--- src/rtl/rap_resolver.sv ---
// rap_resolver: matches Fetch-stage return-address predictions against rets resolved at Execute,
// flags wrong targets with a redirect PC and keeps hit/miss statistics.
module rap_resolver #(
  parameter int PQ_DEPTH = 4,
  parameter int XLEN     = 32
) (
  input  logic            clk_i,
  input  logic            rst_i,
  input  logic            stall_i,
  input  logic            stall_data_hazard_i,
  input  logic            flush_i,
  input  logic            rap_hit_i,
  input  logic [XLEN-1:0] fetch_pc_i,
  input  logic [XLEN-1:0] rap_pc_i,
  input  logic            exe_is_ret_i,
  input  logic [XLEN-1:0] exe_pc_i,
  input  logic [XLEN-1:0] exe_target_i,
  output logic            rap_misprediction_o,
  output logic [XLEN-1:0] redirect_pc_o,
  output logic            exe_ret_executed_o,
  output logic [31:0]     ret_cnt_o,
  output logic [31:0]     ret_miss_cnt_o,
  output logic            pq_overflow_o
);
  localparam int AW = $clog2(PQ_DEPTH);
  logic [XLEN-1:0] pc_mem_q  [PQ_DEPTH];
  logic [XLEN-1:0] tgt_mem_q [PQ_DEPTH];
  logic [AW-1:0]   rp_q, rp_d, wp_q, wp_d;
  logic [AW:0]     count_q, count_d;
  logic            mis_q, mis_d, exec_q, exec_d, ovf_q, ovf_d;
  logic [XLEN-1:0] redirect_q, redirect_d;
  logic [31:0]     ret_cnt_q, ret_cnt_d, miss_cnt_q, miss_cnt_d;
  logic            push_req, push, resolve, pop, full, flush_eff;
  always_comb begin
    push_req   = rap_hit_i & ~stall_i & ~stall_data_hazard_i & ~flush_i;
    resolve    = exe_is_ret_i & ~stall_i;
    flush_eff  = flush_i & ~stall_i;
    full       = count_q == (AW+1)'(PQ_DEPTH);
    pop        = resolve & (count_q != '0) & (pc_mem_q[rp_q] == exe_pc_i);
    // a full queue still accepts a push when the head retires in the same cycle
    push       = push_req & (~full | pop);
    mis_d      = pop & (tgt_mem_q[rp_q] != exe_target_i);
    exec_d     = resolve;
    redirect_d = mis_d ? exe_target_i : redirect_q;
    ret_cnt_d  = ret_cnt_q + 32'(resolve);
    miss_cnt_d = miss_cnt_q + 32'(mis_d);
    ovf_d      = ovf_q | (push_req & full & ~pop);
    wp_d       = wp_q + AW'(push);
    rp_d       = flush_eff ? wp_d : rp_q + AW'(pop);
    count_d    = flush_eff ? '0 : count_q + (AW+1)'(push) - (AW+1)'(pop);
  end
  always_ff @(posedge clk_i) begin
    if (rst_i) begin
      rp_q       <= '0;
      wp_q       <= '0;
      count_q    <= '0;
      mis_q      <= 1'b0;
      exec_q     <= 1'b0;
      ovf_q      <= 1'b0;
      redirect_q <= '0;
      ret_cnt_q  <= '0;
      miss_cnt_q <= '0;
    end else begin
      rp_q       <= rp_d;
      wp_q       <= wp_d;
      count_q    <= count_d;
      mis_q      <= mis_d;
      exec_q     <= exec_d;
      ovf_q      <= ovf_d;
      redirect_q <= redirect_d;
      ret_cnt_q  <= ret_cnt_d;
      miss_cnt_q <= miss_cnt_d;
    end
  end
  always_ff @(posedge clk_i) begin
    if (push && !rst_i) begin
      pc_mem_q[wp_q]  <= fetch_pc_i;
      tgt_mem_q[wp_q] <= rap_pc_i;
    end
  end
  assign rap_misprediction_o = mis_q;
  assign redirect_pc_o       = redirect_q;
  assign exe_ret_executed_o  = exec_q;
  assign ret_cnt_o           = ret_cnt_q;
  assign ret_miss_cnt_o      = miss_cnt_q;
  assign pq_overflow_o       = ovf_q;
endmodule

--- config.mk ---
export PLATFORM = sky130hd
export DESIGN_NAME = rap_resolver
export DESIGN_NICKNAME = d
export VERILOG_FILES = /design/src/rtl/rap_resolver.sv
export SDC_FILE = /design/constraint.sdc
export NUM_CORES = 1
export LEC_CHECK = 0
export BUFFER_PORTS_ARGS = -buffer_cell sky130_fd_sc_hd__clkbuf_2
export CELL_PAD_IN_SITES_DETAIL_PLACEMENT = 1
export CELL_PAD_IN_SITES_GLOBAL_PLACEMENT = 2
export CORE_MARGIN = 5
export CORE_UTILIZATION = 37
export CTS_CLUSTER_DIAMETER = 50
export CTS_CLUSTER_SIZE = 20
export DETAILED_ROUTE_END_ITERATION = 8
export PLACE_DENSITY = 0.81
export SETUP_SLACK_MARGIN = 0.15
export SLEW_MARGIN = 20
export SYNTH_ARGS = -nofsm -noshare
export SYNTH_HDL_FRONTEND = slang
export SYNTH_SLANG_ARGS = --single-unit
--- constraint.sdc ---
create_clock -name clk_i -period 6.9 [get_ports clk_i]
set_input_delay 1.38 -clock clk_i [delete_from_list [all_inputs] [get_ports clk_i]]
set_output_delay 1.38 -clock clk_i [all_outputs]
set_load 0.02 [all_outputs]
---- Yosys cells after proc, flatten, opt, wreduce, memory -nomap -nowiden ----
Memories as Yosys holds them, arrays and structs flattened. A register that Yosys moved wholly into a read port is not among the register bits.
Cells that the tools add are included.
storage, ports and cells
  flip-flop bits (word level) ............. 106
  bits in latches ......................... 0
  memory bits (writable) .................. 256
  ROM bits ................................ 0
  output and inout bits ................... 99
  logic and storage cells ................. 47
  memories kept ........................... 2
memory list
  name       depth  width  rd ports  clocked after memory_dff  write ports  RTL line  RTL
  pc_mem_q   4      32     1         1                         1            26        logic [XLEN-1:0] pc_mem_q [PQ_DEPTH];
  tgt_mem_q  4      32     1         1                         1            27        logic [XLEN-1:0] tgt_mem_q [PQ_DEPTH];
operators by class
  add/sub/neg operators ................... 6
  multipliers ............................. 0
  divide/modulo/power cells ............... 0
  order comparisons ....................... 0
  equal/unequal tests ..................... 3
  shift-type cells ........................ 0
  multiplexer cells ....................... 5
  bitwise logic cells ..................... 18
  reduce and logical (&&, ||, !) cells .... 4
operators by type and width
  operator              count
  $add A32 B1 Y32       2
  $eq A32 B32 Y1        1
  $ne A32 B32 Y1        1
  $and A1 B1 Y1         11
  $mux W2               3
  $not A1 Y1            5
  $add A2 B1 Y2         2
  $add A3 B1 Y3         1
  $eq A3 B3 Y1 const B  1
  $reduce_bool A3 Y1    1
  $sub A3 B1 Y3         1
  $mux W1               2
  $or A1 B1 Y1          2
  $reduce_or A2 Y1      1
  $logic_and A1 B1 Y1   1
  $logic_not A1 Y1      1

---- Logic depth before layout (Yosys ltp) ----
Gate-level depths: netlist (run 1).
  word-level depth ........................ 9
  mapped depth ............................ 18
  mapped depth without buffers ............ 15

---- Worst setup path after synthesis (run 1) ----
No wires, ideal clock.
  path type ............................... in2reg
  from .................................... input port exe_pc_i[25]
  to ...................................... memory pc_mem_q[1][0] (enable)
  arrival time ............................ 4.452 ns
  required time ........................... 6.470 ns
  path slack .............................. 2.018 ns
  stages .................................. 6
  path buffers ............................ 0
  cells stage by stage .................... xnor2_1 -> or4_1 -> a2111oi_4 -> nand4_2 -> a21boi_2 -> and4bb_1
on the way
  longest elaborated chain between the ends .. 7
RTL lines
  what                           RTL line  RTL
  from (decl)                    16        input logic [XLEN-1:0] exe_pc_i,
  $eq A32 B32 Y1                 39        pop = resolve & (count_q != '0) & (pc_mem_q[rp_q] == exe_pc_i);
  $and A1 B1 Y1                  39
  $or A1 B1 Y1                   41        push = push_req & (~full | pop);
  $and A1 B1 Y1                  41
  $logic_and A1 B1 Y1            76        if (push && !rst_i) begin
  $mux W1                        76
  $mux W1 (implied by the code)  77        pc_mem_q[wp_q] <= fetch_pc_i;
  to (decl)                      26
Every way passes these cells.

==> results.sh, run 1 <==
export IMPL_status="complete, no violations"
export IMPL_synthTopCellsByCount="edfxtp_1 (256), dfxtp_1 (106), xnor2_1 (80)"
export IMPL_fin_nets=1354
export IMPL_max_slew_worst_pin_slew_ns=1.08
export IMPL_floorplan_die_area_sq_um=44300
export IMPL_area_growth_syn_to_layout_pct=21.1
export IMPL_r2r_cells=15
export IMPL_yosysSeqAreaShare=0.659
export IMPL_clkTransAtPathRegs_ns=0.06
export IMPL_postRouteWirelength_mm=36.9
export IMPL_post_route_drc_count=0
export IMPL_slew_viol_final=0
export IMPL_critPathRequiredTime_ns=7.32
export IMPL_timing_final_ws_setup_ns=1.68
export IMPL_tritoncts_num_sinks=362
export IMPL_path_category_of_the_worst_min_delay_check="flop to flop"
export IMPL_drive_gt1_frac=0.310
export IMPL_cell_type_contributing_the_most_total_cell_area_after_synthesis="edfxtp_1"
export IMPL_yosys_warn_count=0
export IMPL_critPathMaxFanout=49
export IMPL_grt_met2_usage=0.282
export IMPL_floorplan_core_area_sq_um=39700
export IMPL_power_density_nw_per_um2=265
export IMPL_drv_cap=0
export IMPL_detail_route_wl_per_cell_um=20.8
export IMPL_floorplan_die_width_um=211
export IMPL_grt_start_max_net_pins=83
export IMPL_number_of_flops_mapped_to_enable_cells_by_yosys=256
export IMPL_setup_worst_path_end_class="flop"
export IMPL_dp_hpwl_mm=25.5
export IMPL_cts_repair_resize_count=0
export IMPL_slew_headroom=0.277
export IMPL_global_route_overflow_total=0
export IMPL_met3_usage=0.0427
export IMPL_critical_path_arrival_ns=5.64
export IMPL_reg2reg_slack_ns=1.68
export IMPL_grt_pass1_wl_mm=56.6
export IMPL_insertion_delay_ns=0.57
export IMPL_fill_count=4058
export IMPL_syn_mean_instance_area_sq_um=15.5
export IMPL_grt_most_used_layer="met2"
export IMPL_tritoncts="done"
export IMPL_antenna_left=0
export IMPL_synth_top_cell_area_share=0.517
export IMPL_post_cts_setup_buffer_count=0
export IMPL_share_of_async_settable_or_async_resettable_flops_after_synthesis=0
export IMPL_synthFlopType="edfxtp_1"
export IMPL_layout_worst_path_cycle_share=0.757
export IMPL_post_synthesis_instance_area_sq_um=14900
export IMPL_cts_root_to_sink_buffers=3
export IMPL_postSynthCellCount=961
export IMPL_postSynthNetCount=1103
export IMPL_seq_cell_area_sq_um=9820
export IMPL_initial_utilization=0.374
export IMPL_ir_worst_vdd_mv=0.273
export IMPL_die_y_um=211
export IMPL_setup_total_negative_slack_ns=0
export IMPL_report_final_setup_viol=0
export IMPL_cts_max_level=2
export IMPL_number_of_global_route_vias_before_repair=9549
export IMPL_worst_r2r_endpoint="ret_miss_cnt_o[30]"
export IMPL_synth_top_cells_by_area="edfxtp_1 (52%), dfxtp_1 (14%), mux4_2 (8.5%)"
export IMPL_regToRegStartpoint="rp_q[0]"
export IMPL_criticalPathCategory="flop to flop"
export IMPL_holdPathStages=2
export IMPL_std_cell_rows=73
export IMPL_finalHoldViolCount=0
export IMPL_place_ws_ns=1.32
export IMPL_period_needed_ns=5.22
export IMPL_port_buffer_count=233
export IMPL_viasPerCell=4.97
export IMPL_cts_root_buffer_cell="clkbuf_16"
export IMPL_synthMostInstantiatedCell="edfxtp_1"
export IMPL_finClkSkew_ns=0.0312
export IMPL_clock_buffers_created_by_tritoncts=41
export IMPL_grt_antenna_before_repair=4
export IMPL_detailedRoute_firstPassIterationCount=5
export IMPL_globalRouteTotalUtil=0.165
export IMPL_postCtsHoldBufs=0
export IMPL_total_area_of_multi_input_combinational_cells_sq_um=4810
export IMPL_worst_hold_path_endpoint="redirect_pc_o[27]"
export IMPL_vias=8807
export IMPL_gp_congestion=0.760
export IMPL_startpoint_type="flop"
export IMPL_synth_ff_latch_count=362
export IMPL_met1_demand_to_capacity_share_in_global_routing=0.208
export IMPL_grt_setup_unrepaired="no"
export IMPL_first_iter_violations=521
export IMPL_p_leak_uw=0.00622
export IMPL_hold_start="redirect_pc_o[27]"
export IMPL_ios=234
export IMPL_fmax_mhz=191
export IMPL_synthDistinctLibCells=64
==> layout by cell type, fill, tap and decap left out, types with 3 or more instances in the layout <==
| cell | count |
|---|---|
| nand4_1 | 28 |
| buf_12 | 4 |
| inv_6 | 6 |
| edfxtp_1 | 256 |
| buf_4 | 7 |
| clkbuf_16 | 42 |
| xor2_1 | 36 |
| or3_1 | 10 |
| o21ai_0 | 10 |
| nor2b_1 | 10 |
| nand2b_1 | 66 |
| clkinv_8 | 8 |
| and2_1 | 4 |
| clkinv_4 | 3 |
| clkbuf_1 | 4 |
| clkinvlp_4 | 3 |
| a21oi_1 | 10 |
| and4_1 | 6 |
| nor3_1 | 7 |
| clkbuf_2 | 232 |
| nor2_1 | 63 |
| ha_1 | 6 |
| xnor2_1 | 80 |
| nand2_1 | 29 |
| nor4_1 | 5 |
| mux4_2 | 56 |
| dfxtp_1 | 104 |
| inv_1 | 11 |
| nand3_1 | 28 |
| and3_1 | 9 |
| mux2i_1 | 45 |
==> report_power, final <==
group	leakage (uW)	switching, uW	internal, uW
clock	0.000669	960	1220
sequential	0.00316	20.5	2330
combinational	0.00239	120	119
==> worst max-delay path, stage by stage (launching register included) <==
cell,delay [ns]
dfxtp_4,0.95
mux4_2,0.62
xnor2_1,0.26
nand2_1,0.20
a2111oi_2,0.38
nand4_1,0.32
a21oi_1,0.32
ha_1,0.27
ha_1,0.22
and4_1,0.26
nand4_1,0.25
nor3_1,0.38
and3_1,0.29
nand4_1,0.13
xor2_1,0.14
nor2_1,0.05
==> sequential cells by signal, summed over array words and instances, names as in the netlist <==
name,count
wp_q,2
ret_cnt_o,32
pc_mem_q,128
rap_misprediction_o,1
ret_miss_cnt_o,32
pq_overflow_o,1
redirect_pc_o,32
tgt_mem_q,128
rp_q,2
count_q,3
exe_ret_executed_o,1
==> logic make-up (layout without fill, tap and decap cells) <==
kind of cell,Yosys count,in the layout,share of synthesized area
DFF,362,362,0.659
and+or+nand+nor,281,281,0.104
xor gates and xnor gates,117,117,0.0694
muxes,106,106,0.121
buffers and inverters,47,330,0.0186
AOI/OAI and AO/OA,41,41,0.0209
adders and majority gates,7,7,0.00639
other,0,2,0
==> stage by stage <==
step                      hold slack (ns)  total power (uW)  utilization  area (sq um)  instances
after global routing                0.493              4960        0.454         18000       1770
after global placement              0.458              2630        0.418         16600       1694
after floorplan                     0.529              2540            -         14900        961
after CTS                           0.480              4850        0.453         18000       1769
after detailed placement            0.468              2640        0.418         16600       1694
final                               0.476              4770        0.454         18000       1771
==> how the worst max path moves through the flow <==
| stage | to | from |
|---|---|---|
| 2_1_floorplan | pc_mem_q[1][0] | exe_pc_i[25] |
| 3_3_place_gp | ret_miss_cnt_o[30] | exe_pc_i[3] |
| 3_5_place_dp | ret_miss_cnt_o[31] | exe_pc_i[11] |
| 4_1_cts | ret_miss_cnt_o[31] | rp_q[0] |
| 5_1_grt | ret_miss_cnt_o[31] | rp_q[0] |
| 6_report | ret_miss_cnt_o[30] | rp_q[0] |
==> final cells by class <==
cell class / count / share of cell area
tap: 525 / 0.0365
timing repair buffer: 243 / 0.0718
inverter: 12 / 0.00264
clock buffer: 48 / 0.0607
clock inverter: 27 / 0.0167
sequential: 362 / 0.545
antenna: 2 / 0.000278
multi-input combinational: 552 / 0.267
==> metal layers <==
metal | wire [um] | vias to the layer above
met5 | 54 | -
met4 | 755 | 6
met3 | 2160 | 51
met2 | 18600 | 200
met1 | 15300 | 4419
li1 | - | 4131
Note: power is estimated with default switching activity, not from simulation.
==> run 2: changes to the inputs <==
- ABC_AREA: not set -> 1
- CORE_UTILIZATION: 37 -> 35
- PLACE_DENSITY: 0.81 -> 0.86
- clock period: 6.9 -> 5.3 ns (I/O delays scaled with it)
==> results.sh, run 2 <==
export IMPL_critical_path_max_stage_delay_ns=0.46
export IMPL_synth_ff_latch_count=362
export IMPL_clkTransAtPathRegs_ns=0.06
export IMPL_most_common_layout_cells="nand2_1 (547), edfxtp_1 (256), clkbuf_2 (233), nor2_1 (175), nand3_1 (163)"
export IMPL_startpoint_type="flop"
export IMPL_grt_start_max_net_pins=131
export IMPL_total_area_of_multi_input_combinational_cells_sq_um=5050
export IMPL_detail_route_wl_per_cell_um=17.7
export IMPL_synth_top_cells_by_area="edfxtp_1 (49%), dfxtp_1 (14%), nand2_1 (13%)"
export IMPL_period_needed_ns=4.55
export IMPL_number_of_flops_mapped_to_enable_cells_by_yosys=256
export IMPL_holdPathStages=1
export IMPL_crit_path_cell_trace="inv_4 > buf_4 > nand2_1 > nand3_1 > nand2_1 > xor2_1 > nand3_1 > nor2_1 > nand3_1 > nor2_1 > nand2_2 > inv_1 > ha_1 > and3_1 > nand2_1 > nor2_1 > nand3_1 > nor2_1 > nand3_1 > nor2_1 > inv_1 > nor2_1 > a21oi_1 > o21a_1"
export IMPL_reg_top3="pc_mem_q: 128 flops, tgt_mem_q: 128 flops"
export IMPL_slew_viol_final=0
export IMPL_postCtsHoldBufs=0
export IMPL_report_final_setup_viol=0
export IMPL_initial_utilization=0.353
export IMPL_die_y_um=221
export IMPL_dp_hpwl_mm=30.9
export IMPL_first_iter_violations=658
export IMPL_finClkSkew_ns=0.0364
export IMPL_share_of_async_settable_or_async_resettable_flops_after_synthesis=0
export IMPL_floorplan_core_area_sq_um=44200
export IMPL_post_cts_setup_buffer_count=0
export IMPL_synthMostInstantiatedCell="nand2_1"
export IMPL_worst_r2r_endpoint="ret_miss_cnt_o[27]"
export IMPL_viasPerCell=4.79
export IMPL_p_leak_uw=0.00766
export IMPL_clock_buffers_created_by_tritoncts=39
export IMPL_r2r_cells=24
export IMPL_antenna_left=0
export IMPL_post_route_drc_count=0
export IMPL_synthFlopType="edfxtp_1"
export IMPL_setup_worst_path_end_class="flop"
export IMPL_gp_congestion=0.827
export IMPL_max_slew_worst_pin_slew_ns=0.799
export IMPL_tritoncts="done"
export IMPL_critPathMaxFanout=57
export IMPL_postSynthNetCount=1791
export IMPL_post_synthesis_instance_area_sq_um=15600
export IMPL_floorplan_die_width_um=221
export IMPL_area_growth_syn_to_layout_pct=20.2
export IMPL_reg2reg_slack_ns=0.75
export IMPL_yosysSeqAreaShare=0.628
export IMPL_globalRouteTotalUtil=0.179
export IMPL_layout_worst_path_cycle_share=0.859
export IMPL_drv_cap=0
export IMPL_seq_cell_area_sq_um=9810
export IMPL_ir_worst_vdd_mv=0.239
export IMPL_number_of_global_route_vias_before_repair=12600
export IMPL_finalHoldViolCount=0
export IMPL_vias=12000
export IMPL_ios=234
export IMPL_status="complete, no violations"
export IMPL_cts_repair_resize_count=0
export IMPL_floorplan_die_area_sq_um=48900
export IMPL_power_density_nw_per_um2=334
export IMPL_critical_path_arrival_ns=4.99
export IMPL_path_category_of_the_worst_min_delay_check="flop to flop"
export IMPL_setup_total_negative_slack_ns=0
export IMPL_grt_antenna_before_repair=9
export IMPL_hold_start="ret_cnt_o[31]"
export IMPL_global_route_overflow_total=0
export IMPL_fin_nets=2021
export IMPL_cts_max_level=2
export IMPL_critPathRequiredTime_ns=5.74
export IMPL_cts_root_to_sink_buffers=3
export IMPL_crit_top_cell="nor2_1"
export IMPL_detailedRoute_firstPassIterationCount=5
export IMPL_synthDistinctLibCells=34
export IMPL_slew_headroom=0.467
export IMPL_grt_setup_unrepaired="no"
export IMPL_worst_hold_path_endpoint="ret_cnt_o[31]"
export IMPL_cell_type_contributing_the_most_total_cell_area_after_synthesis="edfxtp_1"
export IMPL_postRouteWirelength_mm=44.4
export IMPL_fill_count=5095
export IMPL_synthTopCellsByCount="nand2_1 (548), edfxtp_1 (256), nor2_1 (179)"
export IMPL_mostFrequentLayoutCell="nand2_1"
export IMPL_port_buffer_count=233
export IMPL_postSynthCellCount=1649
export IMPL_syn_mean_instance_area_sq_um=9.47
export IMPL_regToRegStartpoint="rp_q[0]"
export IMPL_fmax_mhz=220
export IMPL_std_cell_rows=77
export IMPL_tritoncts_num_sinks=362
export IMPL_drive_gt1_frac=0.177
export IMPL_insertion_delay_ns=0.57
export IMPL_cts_root_buffer_cell="clkbuf_16"
export IMPL_criticalPathCategory="flop to flop"
export IMPL_yosys_warn_count=0
export IMPL_timing_critical_path_slowest_stage_cell="inv_4"
export IMPL_grt_pass1_wl_mm=70.2
export IMPL_final_core_util=0.424
export IMPL_synth_top_cell_area_share=0.492
run 2: changes by cell type in the layout (fill, tap and decap cells not counted), sizes merged, moves of 18 or more:
cell,before,now
a21oi,11,44
o21ai,10,32
mux4,58,0
nand2,29,548
nand3,28,163
inv,20,123
nor2,63,180
nor3,7,25
nand2b,66,0
mux2i,45,0
nand3b,1,21
xnor2,81,13
run 2: metal layers:
metal	global-route usage	vias up	routed length [um]
li1	-	5920	-
met1	0.230	5790	19700
met2	0.306	226	21700
met3	0.0364	70	2080
met4	0.0544	8	1000
met5	0	-	46
run 2: metrics by stage:
step           hold WS (ns)  std cells  area (sq um)  power (uW)  worst slack, ns
2_1_floorplan         0.524       1649         15600        3330           0.0292
3_3_place_gp          0.438       2430         17400        3490            0.711
3_5_place_dp          0.464       2430         17400        3500            0.607
4_1_cts               0.474       2501         18800        6370            0.702
5_1_grt               0.514       2504         18800        6540            0.339
6_report              0.468       2506         18800        6280            0.749
run 2: final cells by class:
| class | count | area share |
|---|---|---|
| Timing Repair Buffer | 251 | 0.0727 |
| Multi-Input combinational cell | 1112 | 0.269 |
| Antenna cell | 5 | 0.000667 |
| Clock buffer | 43 | 0.0556 |
| Clock inverter | 28 | 0.0168 |
| Tap cell | 592 | 0.0395 |
| Sequential cell | 362 | 0.523 |
| Inverter | 113 | 0.0227 |
run 2: how the worst max path moves through the flow:
stage | from | end | slack, ns | cells past startpoint
global placement | stall_i | ret_miss_cnt_o[27] | 0.71 | 24
detailed placement | stall_i | ret_miss_cnt_o[27] | 0.61 | 24
floorplan | stall_i | pc_mem_q[0][0] | 0.03 | 13
global route | rp_q[0] | ret_miss_cnt_o[20] | 0.34 | 26
CTS | rp_q[0] | ret_miss_cnt_o[27] | 0.70 | 24
finish | rp_q[0] | ret_miss_cnt_o[27] | 0.75 | 24
run 2: worst max-delay path, delay by kind of cell (launching register included):
family / cells / cell delay, ns
buffers and inverters: 4 / 0.92
AND/OR/NAND/NOR: 16 / 2.52
AO/OA/AOI/OAI: 2 / 0.21
XOR/XNOR: 1 / 0.22
flip-flops: 1 / 0.36
adder cells (fa/ha/maj): 1 / 0.16
run 2: cell families (layout without fill, tap and decap cells):
kind of cell	after synthesis	in the layout	synth area share
simple gates	973	973	0.260
flops	362	362	0.628
buf+inv	175	435	0.0505
compound gates	87	87	0.0298
xor+xnor	45	45	0.0252
fa+ha+maj	7	7	0.00609
other cells	0	5	0
run 2: report_power, final:
group | total (uW) | internal [uW] | switching, uW
logic | 401 | 134 | 267
clock network | 2840 | 1620 | 1220
registers | 3040 | 3030 | 3.72
==> run 3: changes to the inputs <==
- ABC_AREA: 1 -> 0
- CELL_PAD_IN_SITES_DETAIL_PLACEMENT: 1 -> not set
- CELL_PAD_IN_SITES_GLOBAL_PLACEMENT: 2 -> not set
- CORE_UTILIZATION: 35 -> 37
- PLACE_DENSITY: 0.86 -> 0.63
==> results.sh, run 3 (synthesis results as in run 1) <==
export IMPL_postCtsHoldBufs=0
export IMPL_vias=8738
export IMPL_globalRouteTotalUtil=0.153
export IMPL_grt_start_max_net_pins=53
export IMPL_layout_worst_path_cycle_share=0.865
export IMPL_worst_hold_path_endpoint="redirect_pc_o[31]"
export IMPL_critPathRequiredTime_ns=5.70
export IMPL_power_density_nw_per_um2=342
export IMPL_viasPerCell=4.91
export IMPL_hold_start="redirect_pc_o[31]"
export IMPL_cts_root_to_sink_buffers=3
export IMPL_fin_worst_hold_slack_ns=0.470
export IMPL_gp_congestion=0.809
export IMPL_tritoncts_num_sinks=362
export IMPL_max_slew_worst_pin_slew_ns=0.827
export IMPL_path_category_of_the_worst_min_delay_check="flop to flop"
export IMPL_cts_max_level=2
export IMPL_status="complete, no violations"
export IMPL_criticalPathCategory="flop to flop"
export IMPL_critPathMaxFanout=29
export IMPL_tritoncts="done"
export IMPL_ios=234
export IMPL_holdPathStages=2
export IMPL_grt_antenna_before_repair=1
export IMPL_dp_hpwl_mm=23.9
export IMPL_number_of_global_route_vias_before_repair=9089
export IMPL_floorplan_die_area_sq_um=44300
export IMPL_floorplan_die_width_um=211
export IMPL_critical_path_arrival_ns=4.99
export IMPL_insertion_delay_ns=0.55
export IMPL_period_needed_ns=4.59
export IMPL_global_route_overflow_total=0
export IMPL_startpoint="rp_q[0]"
export IMPL_detail_route_wl_per_cell_um=19.4
export IMPL_slew_viol_final=0
export IMPL_drv_cap=0
export IMPL_postRouteWirelength_mm=34.5
export IMPL_ir_worst_vdd_mv=0.214
export IMPL_report_final_setup_viol=0
export IMPL_die_y_um=211
export IMPL_grt_pass1_wl_mm=52.7
export IMPL_worst_r2r_endpoint="ret_miss_cnt_o[30]"
export IMPL_p_leak_uw=0.00629
export IMPL_detailedRoute_firstPassIterationCount=5
export IMPL_startpoint_type="flop"
export IMPL_mostFrequentLayoutCell="edfxtp_1"
export IMPL_first_iter_violations=481
export IMPL_reg2reg_slack_ns=0.71
export IMPL_most_common_layout_cells="edfxtp_1 (256), clkbuf_2 (232), dfxtp_1 (104), xnor2_1 (80), nand2b_1 (66)"
export IMPL_port_buffer_count=233
export IMPL_clkTransAtPathRegs_ns=0.06
export IMPL_cts_root_buffer_cell="clkbuf_16"
export IMPL_reg_top3="pc_mem_q: 128 flops, tgt_mem_q: 128 flops"
export IMPL_finClkSkew_ns=0.0340
export IMPL_std_cell_rows=73
export IMPL_area_growth_syn_to_layout_pct=21.7
export IMPL_antennaDiodeCount=0
export IMPL_setup_worst_path_end_class="flop"
export IMPL_floorplan_core_area_sq_um=39700
export IMPL_setup_total_negative_slack_ns=0
export IMPL_drive_gt1_frac=0.314
export IMPL_regToRegStartpoint="rp_q[0]"
export IMPL_r2r_cells=17
export IMPL_fin_nets=1366
export IMPL_fmax_mhz=218
export IMPL_antenna_left=0
export IMPL_post_route_drc_count=0
export IMPL_slew_headroom=0.444
export IMPL_initial_utilization=0.374
export IMPL_clock_buffers_created_by_tritoncts=39
export IMPL_grt_setup_unrepaired="no"
export IMPL_finalHoldViolCount=0
run 3: worst max-delay path by stage:
stage	endpoint	slack (ns)	depth (start not counted)
finish	ret_miss_cnt_o[30]	0.71	17
global placement	ret_miss_cnt_o[30]	0.52	16
global route	ret_miss_cnt_o[30]	0.21	17
floorplan	pc_mem_q[1][0]	0.74	6
detailed placement	ret_miss_cnt_o[30]	0.47	16
CTS	ret_miss_cnt_o[30]	0.53	16
run 3: timing repair:
action	in CTS	in global routing
endpoints found under the setup margin	0	8
gates resized for setup	0	1
buffers inserted	0	1
run 3: routing by layer:
metal  vias to the layer above  GRT usage  part of all wire
li1                       4150          -                 -
met1                      4310      0.200              0.43
met2                       226      0.256              0.49
met3                        50     0.0342             0.060
met4                         2     0.0499             0.023
met5                         -          0           0.00038
run 3: area by class of cell:
cell class,count,area (sq um)
multi-input combinational,552,4810
timing repair buffer,257,1430
inverter,12,47.5
fill,3555,21600
sequential,362,9820
tap,525,657
clock inverter,24,303
clock buffer,46,1040
run 3: per-stage QoR:
step                      setup slack [ns]   util  area (sq um)  instances  total power (uW)
after detailed placement             0.471  0.421         16700       1707              3440
after global placement               0.521  0.421         16700       1707              3440
final                                0.713  0.456         18100       1778              6200
after floorplan                      0.738      -         14900        961              3310
after CTS                            0.534  0.455         18100       1777              6290
after global routing                 0.215  0.456         18100       1778              6430
run 3: worst max-delay path, cell delays in order, from the launching register on:
cell     delay (ns)
dfxtp_4        0.39
buf_12         0.26
buf_4          0.33
mux4_1         0.62
xnor2_1        0.20
nand4_1        0.16
nor2_1         0.17
nand4_1        0.26
a21oi_1        0.32
ha_1           0.27
ha_1           0.22
and4_1         0.25
nand4_1        0.14
nor3_1         0.26
and3_1         0.26
nand4_1        0.13
xor2_1         0.15
nor2_1         0.05
run 3: power breakdown:
group          internal, uW  total [uW]  switching, uW
clock                  1650        2820           1170
sequential             3030        3040           8.14
combinational           161         337            176
